[src/rtl/frame_sync_ctrl_pkg.sv]
// rtl/frame_sync_ctrl_pkg.sv - shared state encoding and frame constants for frame_sync_ctrl
package frame_sync_ctrl_pkg;

    // Controller state, encoded as it appears on state_o.
    typedef enum logic [1:0] {
        ST_HUNT   = 2'b00,
        ST_VERIFY = 2'b01,
        ST_LOCK   = 2'b10
    } state_t;

    localparam logic [7:0] DEF_HEADER = 8'b1100_1100;
    localparam int         FRAME_BITS = 40;
    localparam int         PAYLOAD_W  = 24;

endpackage

[src/rtl/frame_sync_ctrl_if.sv]
// rtl/frame_sync_ctrl_if.sv - bit stream, control and status bundle of frame_sync_ctrl
//  ser_i/sync_flag : serial bit and its strobe (into the controller)
//  clr_cnt         : statistics clear (into the controller)
//  frame_strb/payload_o/locked/state_o/good_cnt/err_cnt : results (out of the controller)
interface frame_sync_ctrl_if #(
    parameter int CNT_W = 16
) ();
    logic             ser_i;
    logic             sync_flag;
    logic             clr_cnt;
    logic             frame_strb;
    logic [23:0]      payload_o;
    logic             locked;
    logic [1:0]       state_o;
    logic [CNT_W-1:0] good_cnt;
    logic [CNT_W-1:0] err_cnt;

    modport master (
        output ser_i, sync_flag, clr_cnt,
        input  frame_strb, payload_o, locked, state_o, good_cnt, err_cnt
    );

    modport slave (
        input  ser_i, sync_flag, clr_cnt,
        output frame_strb, payload_o, locked, state_o, good_cnt, err_cnt
    );
endinterface

[src/rtl/frame_sync_ctrl_frame_chk.sv]
// rtl/frame_sync_ctrl_frame_chk.sv - combinational header and checksum test of a 40-bit window
//  win    : candidate frame, header in [39:32], checksum in [7:0]
//  header : expected header byte
//  hdr_ok, sum_ok, good : individual and combined results
module frame_chk (
    input  logic [39:0] win,
    input  logic [7:0]  header,
    output logic        hdr_ok,
    output logic        sum_ok,
    output logic        good
);
    logic [7:0] sum;

    // 8-bit adds wrap naturally, giving the mod-256 checksum.
    assign sum    = win[39:32] + win[31:24] + win[23:16] + win[15:8];
    assign hdr_ok = (win[39:32] == header);
    assign sum_ok = (win[7:0] == sum);
    assign good   = hdr_ok && sum_ok;
endmodule

[src/rtl/frame_sync_ctrl.sv]
// rtl/frame_sync_ctrl.sv - frame hunt/verify/lock controller with flywheel and statistics
//  clk : system clock
//  rst : synchronous active-high reset
//  bus : frame_sync_ctrl_if.slave (bit stream in, payload strobe, lock status, counters out)
module frame_sync_ctrl
    import frame_sync_ctrl_pkg::*;
#(
    parameter logic [7:0] HEADER     = DEF_HEADER,
    parameter int         LOCK_CNT   = 3,
    parameter int         UNLOCK_CNT = 2,
    parameter int         CNT_W      = 16
) (
    input  logic               clk,
    input  logic               rst,
    frame_sync_ctrl_if.slave   bus
);
    localparam int                RUN_W    = 8;
    localparam logic [RUN_W-1:0]  LOCK_N   = RUN_W'(LOCK_CNT);
    localparam logic [RUN_W-1:0]  UNLOCK_N = RUN_W'(UNLOCK_CNT);
    localparam logic [5:0]        LAST_BIT = 6'(FRAME_BITS - 1);
    localparam logic [CNT_W-1:0]  CNT_MAX  = '1;

    state_t                 state, state_nxt;
    logic [FRAME_BITS-1:0]  sr;
    logic [FRAME_BITS-1:0]  win;
    logic [5:0]             bit_cnt, bit_cnt_nxt;
    logic [RUN_W-1:0]       good_run, good_run_nxt;
    logic [RUN_W-1:0]       bad_run, bad_run_nxt;
    logic                   frame_strb_q;
    logic [PAYLOAD_W-1:0]   payload_q;
    logic [CNT_W-1:0]       good_cnt_q, err_cnt_q;

    logic eval, frame_good, hdr_ok, sum_ok, good_evt, bad_evt;
    logic unused_bits;

    // The window includes the incoming bit so a frame is judged on the strobe that completes it.
    assign win = {sr[FRAME_BITS-2:0], bus.ser_i};

    frame_chk u_chk (
        .win    (win),
        .header (HEADER),
        .hdr_ok (hdr_ok),
        .sum_ok (sum_ok),
        .good   (frame_good)
    );

    assign unused_bits = &{1'b0, hdr_ok, sum_ok, sr[FRAME_BITS-1]};

    // HUNT slides over every bit position; once aligned only frame boundaries are judged.
    assign eval     = bus.sync_flag && (state == ST_HUNT || bit_cnt == LAST_BIT);
    assign good_evt = eval && frame_good;
    assign bad_evt  = eval && !frame_good;

    always_comb begin
        state_nxt    = state;
        good_run_nxt = good_run;
        bad_run_nxt  = bad_run;
        bit_cnt_nxt  = bit_cnt;

        if (state != ST_HUNT && bus.sync_flag)
            bit_cnt_nxt = (bit_cnt == LAST_BIT) ? 6'd0 : bit_cnt + 6'd1;
        if (good_evt)
            bad_run_nxt = '0;

        unique case (state)
            ST_HUNT: begin
                if (good_evt) begin
                    good_run_nxt = RUN_W'(1);
                    state_nxt    = (LOCK_CNT == 1) ? ST_LOCK : ST_VERIFY;
                end
            end
            ST_VERIFY: begin
                if (good_evt) begin
                    good_run_nxt = good_run + RUN_W'(1);
                    if (good_run + RUN_W'(1) == LOCK_N)
                        state_nxt = ST_LOCK;
                end else if (bad_evt) begin
                    good_run_nxt = '0;
                    state_nxt    = ST_HUNT;
                end
            end
            ST_LOCK: begin
                if (bad_evt) begin
                    bad_run_nxt = bad_run + RUN_W'(1);
                    // Flywheel: tolerate isolated bad frames, give up after a run of them.
                    if (bad_run + RUN_W'(1) == UNLOCK_N) begin
                        state_nxt    = ST_HUNT;
                        good_run_nxt = '0;
                        bad_run_nxt  = '0;
                    end
                end
            end
            default: state_nxt = ST_HUNT;
        endcase

        // Each new state starts counting bits from a fresh frame boundary.
        if (state_nxt != state)
            bit_cnt_nxt = '0;
    end

    always_ff @(posedge clk) begin
        if (rst) begin
            state        <= ST_HUNT;
            sr           <= '0;
            bit_cnt      <= '0;
            good_run     <= '0;
            bad_run      <= '0;
            frame_strb_q <= 1'b0;
            payload_q    <= '0;
            good_cnt_q   <= '0;
            err_cnt_q    <= '0;
        end else begin
            state        <= state_nxt;
            bit_cnt      <= bit_cnt_nxt;
            good_run     <= good_run_nxt;
            bad_run      <= bad_run_nxt;
            frame_strb_q <= good_evt;
            if (bus.sync_flag)
                sr <= win;
            if (good_evt)
                payload_q <= win[31:8];
            // Clear takes priority over a same-cycle increment.
            if (bus.clr_cnt)
                good_cnt_q <= '0;
            else if (good_evt && good_cnt_q != CNT_MAX)
                good_cnt_q <= good_cnt_q + CNT_W'(1);
            if (bus.clr_cnt)
                err_cnt_q <= '0;
            else if (bad_evt && state == ST_LOCK && err_cnt_q != CNT_MAX)
                err_cnt_q <= err_cnt_q + CNT_W'(1);
        end
    end

    assign bus.frame_strb = frame_strb_q;
    assign bus.payload_o  = payload_q;
    assign bus.locked     = (state == ST_LOCK);
    assign bus.state_o    = state;
    assign bus.good_cnt   = good_cnt_q;
    assign bus.err_cnt    = err_cnt_q;
endmodule

[src/flat_wrapper.sv]
// flat-port wrapper written by rule: the top's interface ports become plain ports
module frame_sync_ctrl_flat import frame_sync_ctrl_pkg::*;
#(
    parameter logic [7:0] HEADER     = DEF_HEADER,
    parameter int         LOCK_CNT   = 3,
    parameter int         UNLOCK_CNT = 2,
    parameter int         CNT_W      = 16
)
  (clk, rst, bus_ser_i, bus_sync_flag, bus_clr_cnt, bus_frame_strb, bus_payload_o, bus_locked, bus_state_o, bus_good_cnt, bus_err_cnt);
  frame_sync_ctrl_if #(.CNT_W(CNT_W)) bus_i ();
  input  logic clk;
  input  logic rst;
  input wire logic [$bits(bus_i.ser_i)-1:0] bus_ser_i;
  input wire logic [$bits(bus_i.sync_flag)-1:0] bus_sync_flag;
  input wire logic [$bits(bus_i.clr_cnt)-1:0] bus_clr_cnt;
  output wire logic [$bits(bus_i.frame_strb)-1:0] bus_frame_strb;
  output wire logic [$bits(bus_i.payload_o)-1:0] bus_payload_o;
  output wire logic [$bits(bus_i.locked)-1:0] bus_locked;
  output wire logic [$bits(bus_i.state_o)-1:0] bus_state_o;
  output wire logic [$bits(bus_i.good_cnt)-1:0] bus_good_cnt;
  output wire logic [$bits(bus_i.err_cnt)-1:0] bus_err_cnt;
  assign bus_i.ser_i = bus_ser_i;
  assign bus_i.sync_flag = bus_sync_flag;
  assign bus_i.clr_cnt = bus_clr_cnt;
  assign bus_frame_strb = bus_i.frame_strb;
  assign bus_payload_o = bus_i.payload_o;
  assign bus_locked = bus_i.locked;
  assign bus_state_o = bus_i.state_o;
  assign bus_good_cnt = bus_i.good_cnt;
  assign bus_err_cnt = bus_i.err_cnt;
  frame_sync_ctrl #(.HEADER(HEADER), .LOCK_CNT(LOCK_CNT), .UNLOCK_CNT(UNLOCK_CNT), .CNT_W(CNT_W)) u_core (.clk(clk), .rst(rst), .bus(bus_i));
endmodule
[config.mk]
export PLATFORM = sky130hd
export DESIGN_NAME = frame_sync_ctrl_flat
export DESIGN_NICKNAME = d
export VERILOG_FILES = /design/src/rtl/frame_sync_ctrl_pkg.sv /design/src/rtl/frame_sync_ctrl_if.sv /design/src/rtl/frame_sync_ctrl_frame_chk.sv /design/src/rtl/frame_sync_ctrl.sv /design/src/flat_wrapper.sv
export SDC_FILE = /design/constraint.sdc
export NUM_CORES = 1
export LEC_CHECK = 0
export BUFFER_PORTS_ARGS = -buffer_cell sky130_fd_sc_hd__clkbuf_2
export CORE_AREA = 2 2 129 131
export DETAILED_ROUTE_END_ITERATION = 6
export DIE_AREA = 0 0 131 133
export PLACE_DENSITY_LB_ADDON = 0.05
export SLEW_MARGIN = 20
export SYNTH_ARGS = -nofsm -noshare
export SYNTH_HDL_FRONTEND = slang
export SYNTH_HIERARCHICAL = 1
export SYNTH_SLANG_ARGS = --single-unit
[constraint.sdc]
create_clock -name clk -period 6.5 [get_ports clk]
set_input_delay 0.325 -clock clk [delete_from_list [all_inputs] [get_ports clk]]
set_output_delay 0.325 -clock clk [all_outputs]
set_load 0.005 [all_outputs]
==> flow_summary.toml <==
[timing]
fin_worst_hold_slack_ns = 0.2004
skew_final_ns = 0.009213
grt_setup_unrepaired = "no"
final.setup.worst_slack_ns = 1.179
setup_viol = 0
period_share_pct = 81.86
timing.final.max_slew_violations = 0
final_hold_viol_count = 0
achievable-frequency_mhz = 187.9
final.min_clock_period_ns = 5.321
slew_headroom_pct = 38.72
max_slew.worst_pin.slew_ns = 0.9122
tns_ns = 0

[clock_tree]
cts_max_path_buffers = 2
cts.hold.buffers_added = 0
postCtsResizedCells = 0
cts.root.buffer_cell = "clkbuf_16"
tritoncts = "built"
path_clk_slew_ns = 0.06
cts_setup_buffers = 0
cts.htree.levels = 4
cts_inserted_buffers = 17
clock_sinks = 120
clk_latency_ns = 0.42

[detailed_routing]
detailroute.via_count = 5229
post-route-drc-count = 0
vias_per_cell = 5.177
ant_nets = 0
met2RoutedLength_mm = 6.725
wirelength_met1_mm = 7.445
avgRoutedWirePerCell_um = 14.90
detailedRoute.firstIterationViolations = 293
route.final.wire_length_mm = 15.05
highest_signal_layer = "met4"
detailroute.wirelength.met3_um = 698
drtPass1Iterations = 4

[place]
post_dp_cell_area_um2 = 6823
preCtsSetupSlack_ns = 1.161
io_buffers = 64
place.gp.congestion = 0.8664
dp_cells = 979
dp.final_hpwl_mm = 10.44

[die]
floorplan.initialDensity_pct = 38.98
fp-row-count = 47
core_area_um2 = 16170
design.portCount = 65
die-height_um = 133
dieArea_um2 = 17420
chipWidth_um = 131

[final_layout]
final_cell_count_no_fill = 1010
fin_nets = 815
areaGrowthSynthToFinish_pct = 18.54
diodes = 0
mostFrequentLayoutCell = "dfxtp_1"
fillers = 1592
post_route_cells_drive_above_1_share_pct = 15.95
final_cell_mix = "dfxtp_1, nor2_1, nand2_1"
layout.cell_area.non_filler_um2 = 7472

[grt]
grt_pass1_wl_mm = 24.96
vias_in_the_first_global_route = 4923
grt_antenna_before_repair = 0
globalRouteTotalUtil_pct = 18.02
globalRoute.totalOverflow = 0
grt_max_degree = 85

[setup_path]
cp_max_fo = 28
critical-path-slowest-cell = "nor4b_2"
required_ns = 6.83
crit_buf_inv = 3
crit_path_start_kind = "flip-flop"
worstSetupEndpointType = "flip-flop"
critical-path-top-delay-family = "adder cells"
crit_arrival_ns = 5.65
critPathMostFrequentCell = "fa_1"
max_stage_delay_on_crit_path_ns = 0.67
timing.critical_path.cells = "fa_1 -> inv_1 -> fa_1 -> inv_1 -> ha_1 -> fa_1 -> a21o_2 -> a21oi_1 -> o21ai_0 -> xnor2_1 -> nor4b_2 -> and4b_1 -> a21o_1 -> buf_4 -> a31o_2 -> nand3_1 -> mux2_2 -> a31oi_1"
worstSetupPathType = "reg2reg"

[synthesis]
netlist_instances = 717
syn_area_um2 = 6304
synth.avg_cell_area_um2 = 8.792
synth_warnings = 6

[min_path]
min-delay-path-class = "in2reg"

[power]
ir_drop_mv = 0.1709
power-per-cell-area_nw_per_um2 = 242.6
leakagePower_nw = 2.918

[flow_run]
max_cap_violations = 0

[status]
status = "complete, no violations"
## worst reg2reg max path: stages, from the launching register on
cell	delay, ns
dfxtp_1	0.35
fa_1	0.54
inv_1	0.05
fa_1	0.49
inv_1	0.04
ha_1	0.22
fa_1	0.42
a21o_2	0.23
a21oi_1	0.21
o21ai_0	0.15
xnor2_1	0.15
nor4b_2	0.67
and4b_1	0.37
a21o_1	0.28
buf_4	0.36
a31o_2	0.22
nand3_1	0.07
mux2_2	0.27
a31oi_1	0.15
## registers in the layout, summed over array words and instances (netlist names)
signal / count
u_core/bad_run: 8
u_core/bit_cnt: 6
u_core/bus.err_cnt: 16
u_core/bus.frame_strb: 1
u_core/bus.good_cnt: 16
u_core/bus.payload_o: 24
u_core/bus.state_o: 2
u_core/good_run: 8
u_core/sr: 39
## metrics by stage
stage               total power, mW  utilization, %
global placement             0.7892           42.19
floorplan                    0.7823               -
finish                        1.813           46.21
global route                  1.877           46.21
detailed placement           0.7898           42.19
CTS                           1.838           46.21
## area by class of cell
type                            instances  area [µm²]  area share (%)
Clock inverter                         14       224.0           2.997
Inverter                               23       86.33           1.155
Clock buffer                           17       425.4           5.693
Timing Repair Buffer                   69       357.8           4.789
Multi-Input combinational cell        547        3701           49.53
Sequential cell                       120        2402           32.15
Tap cell                              220       275.3           3.684
## per-layer routing
metal / vias to the layer above / track usage [%]
li1: 2634 / -
met1: 2492 / 25.29
met2: 90 / 27.06
met3: 13 / 4.650
met4: 0 / 5.674
met5: - / 0
## final timing paths
check	from	to	slack, ns	cells after the start
min	bus_ser_i	u_core/sr[0]	0.20	3
max reg2reg	u_core/sr[8]	u_core/good_run[0]	1.18	18
max	u_core/sr[8]	u_core/good_run[0]	1.18	18
min reg2reg	u_core/bus.payload_o[18]	u_core/bus.payload_o[18]	0.45	2
## report_power, final
group / switching, mW / internal [mW] / leakage, nW
logic: 0.0245 / 0.0117 / 1.64
registers: 0.000777 / 0.736 / 0.966
clock network: 0.357 / 0.682 / 0.314
total: 0.383 / 1.43 / 2.92
No activity file was read; power rests on OpenSTA's default activity.
